[config.mk]
export PLATFORM = sky130hd
export DESIGN_NAME = pad_in_filter_flat
export DESIGN_NICKNAME = d
export VERILOG_FILES = /design/src/rtl/pad_in_filter_if.sv /design/src/rtl/pad_in_filter.sv /design/src/flat_wrapper.sv
export SDC_FILE = /design/constraint.sdc
export NUM_CORES = 2
export LEC_CHECK = 0
export BUFFER_PORTS_ARGS = -buffer_cell sky130_fd_sc_hd__clkbuf_2
export CELL_PAD_IN_SITES_DETAIL_PLACEMENT = 0
export CELL_PAD_IN_SITES_GLOBAL_PLACEMENT = 1
export CORE_ASPECT_RATIO = 0.6
export CORE_MARGIN = 2
export CORE_UTILIZATION = 47
export CTS_BUF_LIST = sky130_fd_sc_hd__clkbuf_16
export DETAILED_ROUTE_END_ITERATION = 6
export GPL_TIMING_DRIVEN = 0
export PLACE_DENSITY_LB_ADDON = 0.1
export SETUP_SLACK_MARGIN = 0.4
export SKIP_CTS_REPAIR_TIMING = 1
export SYNTH_ARGS = -nofsm -noshare
export SYNTH_HDL_FRONTEND = slang
export SYNTH_SLANG_ARGS = --single-unit
export TNS_END_PERCENT = 1
[constraint.sdc]
create_clock -name clk_i -period 2.3 [get_ports clk_i]
set_input_delay 0.46 -clock clk_i [delete_from_list [all_inputs] [get_ports clk_i]]
set_output_delay 0.46 -clock clk_i [all_outputs]
set_load 0.01 [all_outputs]
[src/rtl/pad_in_filter_if.sv]
// Pad input filter bus: raw pad levels and per-pad configuration in,
// filtered levels, edge pulses and interrupt status out.
`ifndef N_IO
`define N_IO 50
`endif

interface pad_in_filter_if #(
    parameter int N_IO  = `N_IO,
    parameter int CNT_W = 8
);
    logic [N_IO-1:0]       io_in_i;
    logic [N_IO-1:0]       filt_en_i;
    logic [CNT_W-1:0]      filt_len_i;
    logic [N_IO-1:0]       irq_en_i;
    logic [N_IO-1:0][1:0]  irq_type_i;
    logic [N_IO-1:0]       irq_clr_i;
    logic [N_IO-1:0]       io_filt_o;
    logic [N_IO-1:0]       io_rise_o;
    logic [N_IO-1:0]       io_fall_o;
    logic [N_IO-1:0]       irq_pend_o;
    logic                  irq_o;

    // Side that drives pads and configuration (pad frame / register block)
    modport master (
        output io_in_i, filt_en_i, filt_len_i, irq_en_i, irq_type_i, irq_clr_i,
        input  io_filt_o, io_rise_o, io_fall_o, irq_pend_o, irq_o
    );

    // Filter side
    modport slave (
        input  io_in_i, filt_en_i, filt_len_i, irq_en_i, irq_type_i, irq_clr_i,
        output io_filt_o, io_rise_o, io_fall_o, irq_pend_o, irq_o
    );
endinterface

[src/rtl/pad_in_filter.sv]
// Pad input conditioning: per-pad two-flop synchroniser, glitch filter with a
// shared stability length, edge detection and sticky interrupt pending flags.
`ifndef N_IO
`define N_IO 50
`endif

module pad_in_filter #(
    parameter int N_IO  = `N_IO,
    parameter int CNT_W = 8
) (
    input logic            clk_i,
    input logic            rst_ni,
    pad_in_filter_if.slave bus
);
    logic [N_IO-1:0]  sync1;
    logic [N_IO-1:0]  sync2;
    logic [N_IO-1:0]  filt;
    logic [N_IO-1:0]  filt_d;
    logic [N_IO-1:0]  pend;
    logic [N_IO-1:0]  rise;
    logic [N_IO-1:0]  fall;
    logic [N_IO-1:0]  evt;
    logic [CNT_W-1:0] cnt [N_IO];

    // Bring asynchronous pad levels into the clock domain; nothing between flops
    always_ff @(posedge clk_i or negedge rst_ni) begin
        if (!rst_ni) begin
            sync1 <= '0;
            sync2 <= '0;
        end else begin
            sync1 <= bus.io_in_i;
            sync2 <= sync1;
        end
    end

    // Accept a new level only after it differs from filt for more than L edges;
    // the >= compare lets a lowered length take effect at once and never wraps
    always_ff @(posedge clk_i or negedge rst_ni) begin
        if (!rst_ni) begin
            filt <= '0;
            for (int i = 0; i < N_IO; i++) begin
                cnt[i] <= '0;
            end
        end else begin
            for (int i = 0; i < N_IO; i++) begin
                if (!bus.filt_en_i[i]) begin
                    filt[i] <= sync2[i];
                    cnt[i]  <= '0;
                end else if (sync2[i] == filt[i]) begin
                    cnt[i] <= '0;
                end else if (cnt[i] >= bus.filt_len_i) begin
                    filt[i] <= sync2[i];
                    cnt[i]  <= '0;
                end else begin
                    cnt[i] <= cnt[i] + CNT_W'(1);
                end
            end
        end
    end

    // One-cycle-delayed copy of the filtered level for edge detection
    always_ff @(posedge clk_i or negedge rst_ni) begin
        if (!rst_ni) begin
            filt_d <= '0;
        end else begin
            filt_d <= filt;
        end
    end

    // Edge pulses and the per-pad event selected by the interrupt type
    always_comb begin
        rise = filt & ~filt_d;
        fall = ~filt & filt_d;
        evt  = '0;
        for (int i = 0; i < N_IO; i++) begin
            case (bus.irq_type_i[i])
                2'b00:   evt[i] = rise[i];
                2'b01:   evt[i] = fall[i];
                2'b10:   evt[i] = rise[i] | fall[i];
                default: evt[i] = filt[i];
            endcase
        end
    end

    // Sticky pending flags; a new event wins over a simultaneous clear
    always_ff @(posedge clk_i or negedge rst_ni) begin
        if (!rst_ni) begin
            pend <= '0;
        end else begin
            for (int i = 0; i < N_IO; i++) begin
                if (bus.irq_en_i[i] && evt[i]) begin
                    pend[i] <= 1'b1;
                end else if (bus.irq_clr_i[i]) begin
                    pend[i] <= 1'b0;
                end
            end
        end
    end

    assign bus.io_filt_o  = filt;
    assign bus.io_rise_o  = rise;
    assign bus.io_fall_o  = fall;
    assign bus.irq_pend_o = pend;
    assign bus.irq_o      = |pend;

endmodule

[src/flat_wrapper.sv]
// flat-port wrapper written by rule: the top's interface ports become plain ports
module pad_in_filter_flat 
#(
    parameter int N_IO  = `N_IO,
    parameter int CNT_W = 8
)
  (clk_i, rst_ni, bus_io_in_i, bus_filt_en_i, bus_filt_len_i, bus_irq_en_i, bus_irq_type_i, bus_irq_clr_i, bus_io_filt_o, bus_io_rise_o, bus_io_fall_o, bus_irq_pend_o, bus_irq_o);
  pad_in_filter_if #(.N_IO(N_IO), .CNT_W(CNT_W)) bus_i ();
  input logic clk_i;
  input logic rst_ni;
  input wire logic [$bits(bus_i.io_in_i)-1:0] bus_io_in_i;
  input wire logic [$bits(bus_i.filt_en_i)-1:0] bus_filt_en_i;
  input wire logic [$bits(bus_i.filt_len_i)-1:0] bus_filt_len_i;
  input wire logic [$bits(bus_i.irq_en_i)-1:0] bus_irq_en_i;
  input wire logic [$bits(bus_i.irq_type_i)-1:0] bus_irq_type_i;
  input wire logic [$bits(bus_i.irq_clr_i)-1:0] bus_irq_clr_i;
  output wire logic [$bits(bus_i.io_filt_o)-1:0] bus_io_filt_o;
  output wire logic [$bits(bus_i.io_rise_o)-1:0] bus_io_rise_o;
  output wire logic [$bits(bus_i.io_fall_o)-1:0] bus_io_fall_o;
  output wire logic [$bits(bus_i.irq_pend_o)-1:0] bus_irq_pend_o;
  output wire logic [$bits(bus_i.irq_o)-1:0] bus_irq_o;
  assign bus_i.io_in_i = bus_io_in_i;
  assign bus_i.filt_en_i = bus_filt_en_i;
  assign bus_i.filt_len_i = bus_filt_len_i;
  assign bus_i.irq_en_i = bus_irq_en_i;
  assign bus_i.irq_type_i = bus_irq_type_i;
  assign bus_i.irq_clr_i = bus_irq_clr_i;
  assign bus_io_filt_o = bus_i.io_filt_o;
  assign bus_io_rise_o = bus_i.io_rise_o;
  assign bus_io_fall_o = bus_i.io_fall_o;
  assign bus_irq_pend_o = bus_i.irq_pend_o;
  assign bus_irq_o = bus_i.irq_o;
  pad_in_filter #(.N_IO(N_IO), .CNT_W(CNT_W)) u_core (.clk_i(clk_i), .rst_ni(rst_ni), .bus(bus_i));
endmodule
==> metrics <==
overall routing resource usage 0.223; Global Route met3 Usage 0.0402; CTS Root Cell clkbuf_16; CP startpoint kind flop; final worst slack -0.842 ns; final setup violating endpoints 1; die area 84,500 sq um; total CTS buffers 69; vias in the first global route 26,800; WS Path Type flop to output pin; cell with the most instances after synthesis dfrtp_1; DIE HEIGHT 226 um; initial drt markers 1,507; Yosys reg bits 650; CTS tree yes; met2 Use GR 0.322; DR WL/cell 18.5 um; Critical Path RT 1.84 ns; IO Pins 511; R2R cell count 6; Mapped Area 38,600 sq um; area leader, netlist dfrtp_1; CP cell instances nor4_2 -> nand4_1 -> or4_4 -> clkbuf_2; Residual DRC 0; FILL cells 6,701; Post-Synthesis Cells 3,428; Reg area 16,400 sq um; Final Hold Fails 64; DR vias 27,900; clk_skew 0.0180 ns; DRT Pass-1 Iters 5; Syn Area/Cell 11.3 sq um; sequential element share of the synthesized area 0.421; Worst Path Arrival 2.68 ns; initial antenna violation count 2; I/O Buffers 510; min-delay worst type input pin to async pin; Mapped Nets 4,288; final core utilization 0.604; core area 81,400 sq um; VDD IR max 0.469 mV; largest net degree at the start of global routing 106; Post-synth EDFFs 0; Total Routed Length 97,000 um; Die W 374 um; Max Freq 318 MHz; Slew Viols, Final 0; Area contributors post-synth dfrtp_1 42%, ha_1 18%, xor2_1 6.7%, nand3_1 3.5%, inv_1 3.2%; Slew @ Worst Pin 0.675 ns; fin crit share 1.37; Crit path largest cell delay 0.62 ns; row cnt 81; maximum fanout along the worst path 3; Commonest cells post-synth 650 x dfrtp_1, 550 x ha_1, 332 x inv_1, 294 x xor2_1, 273 x nand3_1; first-pass GRT wire length 150,000 um; final hold slack -0.328 ns; Async SR Flop Fraction 1.00; minimum clock period 3.14 ns; clock-pin slew on the worst setup and hold paths 0.06 ns; Area Growth Syn to Fin 27.3%; top_reg_cell synth dfrtp_1; Starting Density 0.474; ANT nets after route 0; layout cells sized above 1 0.293; TritonCTS Sinks 650; Non-Filler Instances 5,230; Max-Cap Viols 0; H-tree levels 3; area share of the largest cell type after synthesis 0.421; leak pwr 23.4 nW; failing checks negative hold slack, negative setup slack; dpl cells 5,036; DP HPWL 65,800 um; met1 Usage GRT 0.348; pre-CTS setup slack -0.928 ns; RSZ-0062 raised after global routing true; routability cong. 0.787; Vias/cell 5.34; GRT Max-Usage Layer met1; PD cells 583 nW/um^2; outcome finished with violations; Clock Path Buffers 3; synth warn 0; max_slew headroom 0.549; synth unique cells 33; total power 0.0287 W; fin nets 4,961; Slowest-stage cell, CP or4_4; later-pin clock latency in the skew report 0.65 ns; Worst Setup End Kind output pin; Multi-input gate area 23,800 sq um; grt ovf 0
==> critical path, delay by kind of cell, from the launching register on <==
| kind | cells | cell delay, ns |
|---|---|---|
| buffers and inverters | 1 | 0.16 |
| flip-flops | 1 | 0.43 |
| AND/OR/NAND/NOR | 3 | 1.44 |
==> where the power goes <==
| part | switching (W) | internal, W |
|---|---|---|
| Combinational | 0.00265 | 0.00249 |
| Clock | 0.00483 | 0.00576 |
| Sequential | 0.000896 | 0.0120 |
==> stage by stage <==
stage,setup TNS (ns),instance area [sq um]
floorplan,-134.33,38600
global placement,-,42500
detailed placement,-371.99,43000
CTS,-31.72,45000
global route,-0.865,49100
finish,-0.842,49100
==> layout make-up <==
type / instances / share of cell area
Clock buffer: 72 / 0.0367
Clock inverter: 48 / 0.00504
Multi-Input combinational cell: 2446 / 0.484
Antenna cell: 1 / 0.0000509
Inverter: 332 / 0.0260
Tap cell: 1079 / 0.0275
Timing Repair Buffer: 602 / 0.0873
Sequential cell: 650 / 0.333
==> logic make-up after synthesis <==
kind of cell / Yosys count / share of synthesized area
buffers and inverters: 332 / 0.0323
and+or+nand+nor: 1096 / 0.147
AOI/OAI and AO/OA: 375 / 0.105
xor gates and xnor gates: 350 / 0.0794
muxes: 75 / 0.0365
DFF: 650 / 0.421
adders and majority gates: 550 / 0.178
==> final timing paths <==
| check | startpoint | endpoint | slack, ns |
|---|---|---|---|
| max | u_core.bus.irq_pend_o[40] | bus_irq_o | -0.84 |
| min in group clk_i | bus_irq_en_i[38] | u_core.bus.irq_pend_o[38] | 0.02 |
| min reg2reg | u_core.sync1[4] | u_core.sync2[4] | 0.34 |
| max reg2reg | u_core.cnt[56] | u_core.bus.io_filt_o[42] | 0.32 |
| max in group asynchronous | rst_ni | u_core.bus.io_filt_o[29] | 0.51 |
| min | rst_ni | u_core.cnt[230] | -0.33 |
==> per-layer routing <==
| metal | wire length [um] | share of wire |
|---|---|---|
| met4 | 1260 | 0.013 |
| met3 | 3620 | 0.037 |
| met5 | 0 | 0 |
| met1 | 50400 | 0.52 |
| met2 | 41700 | 0.43 |
==> flip-flops by register name, indices dropped and copies added (netlist names) <==
name and count:
u_core.sync1 50, u_core.filt_d 50, u_core.sync2 50, u_core.bus.irq_pend_o 50, u_core.cnt 400, u_core.bus.io_filt_o 50
==> placed cells by master (no fill, tap or decap), types with 50 or more instances in the layout <==
cell type	count
a21o_1	50
inv_2	73
ha_1	408
nand3_1	273
and3_1	146
ha_4	142
mux4_2	50
nor2_1	227
xor2_1	294
dfrtp_1	566
nand2_1	70
dlygate4sd3_1	63
dfrtp_2	83
o211ai_1	50
buf_6	84
xnor2_1	56
nor3_1	168
clkbuf_2	425
inv_1	269
clkbuf_16	73
nand2b_1	68
(Power assumes the default switching activity.)
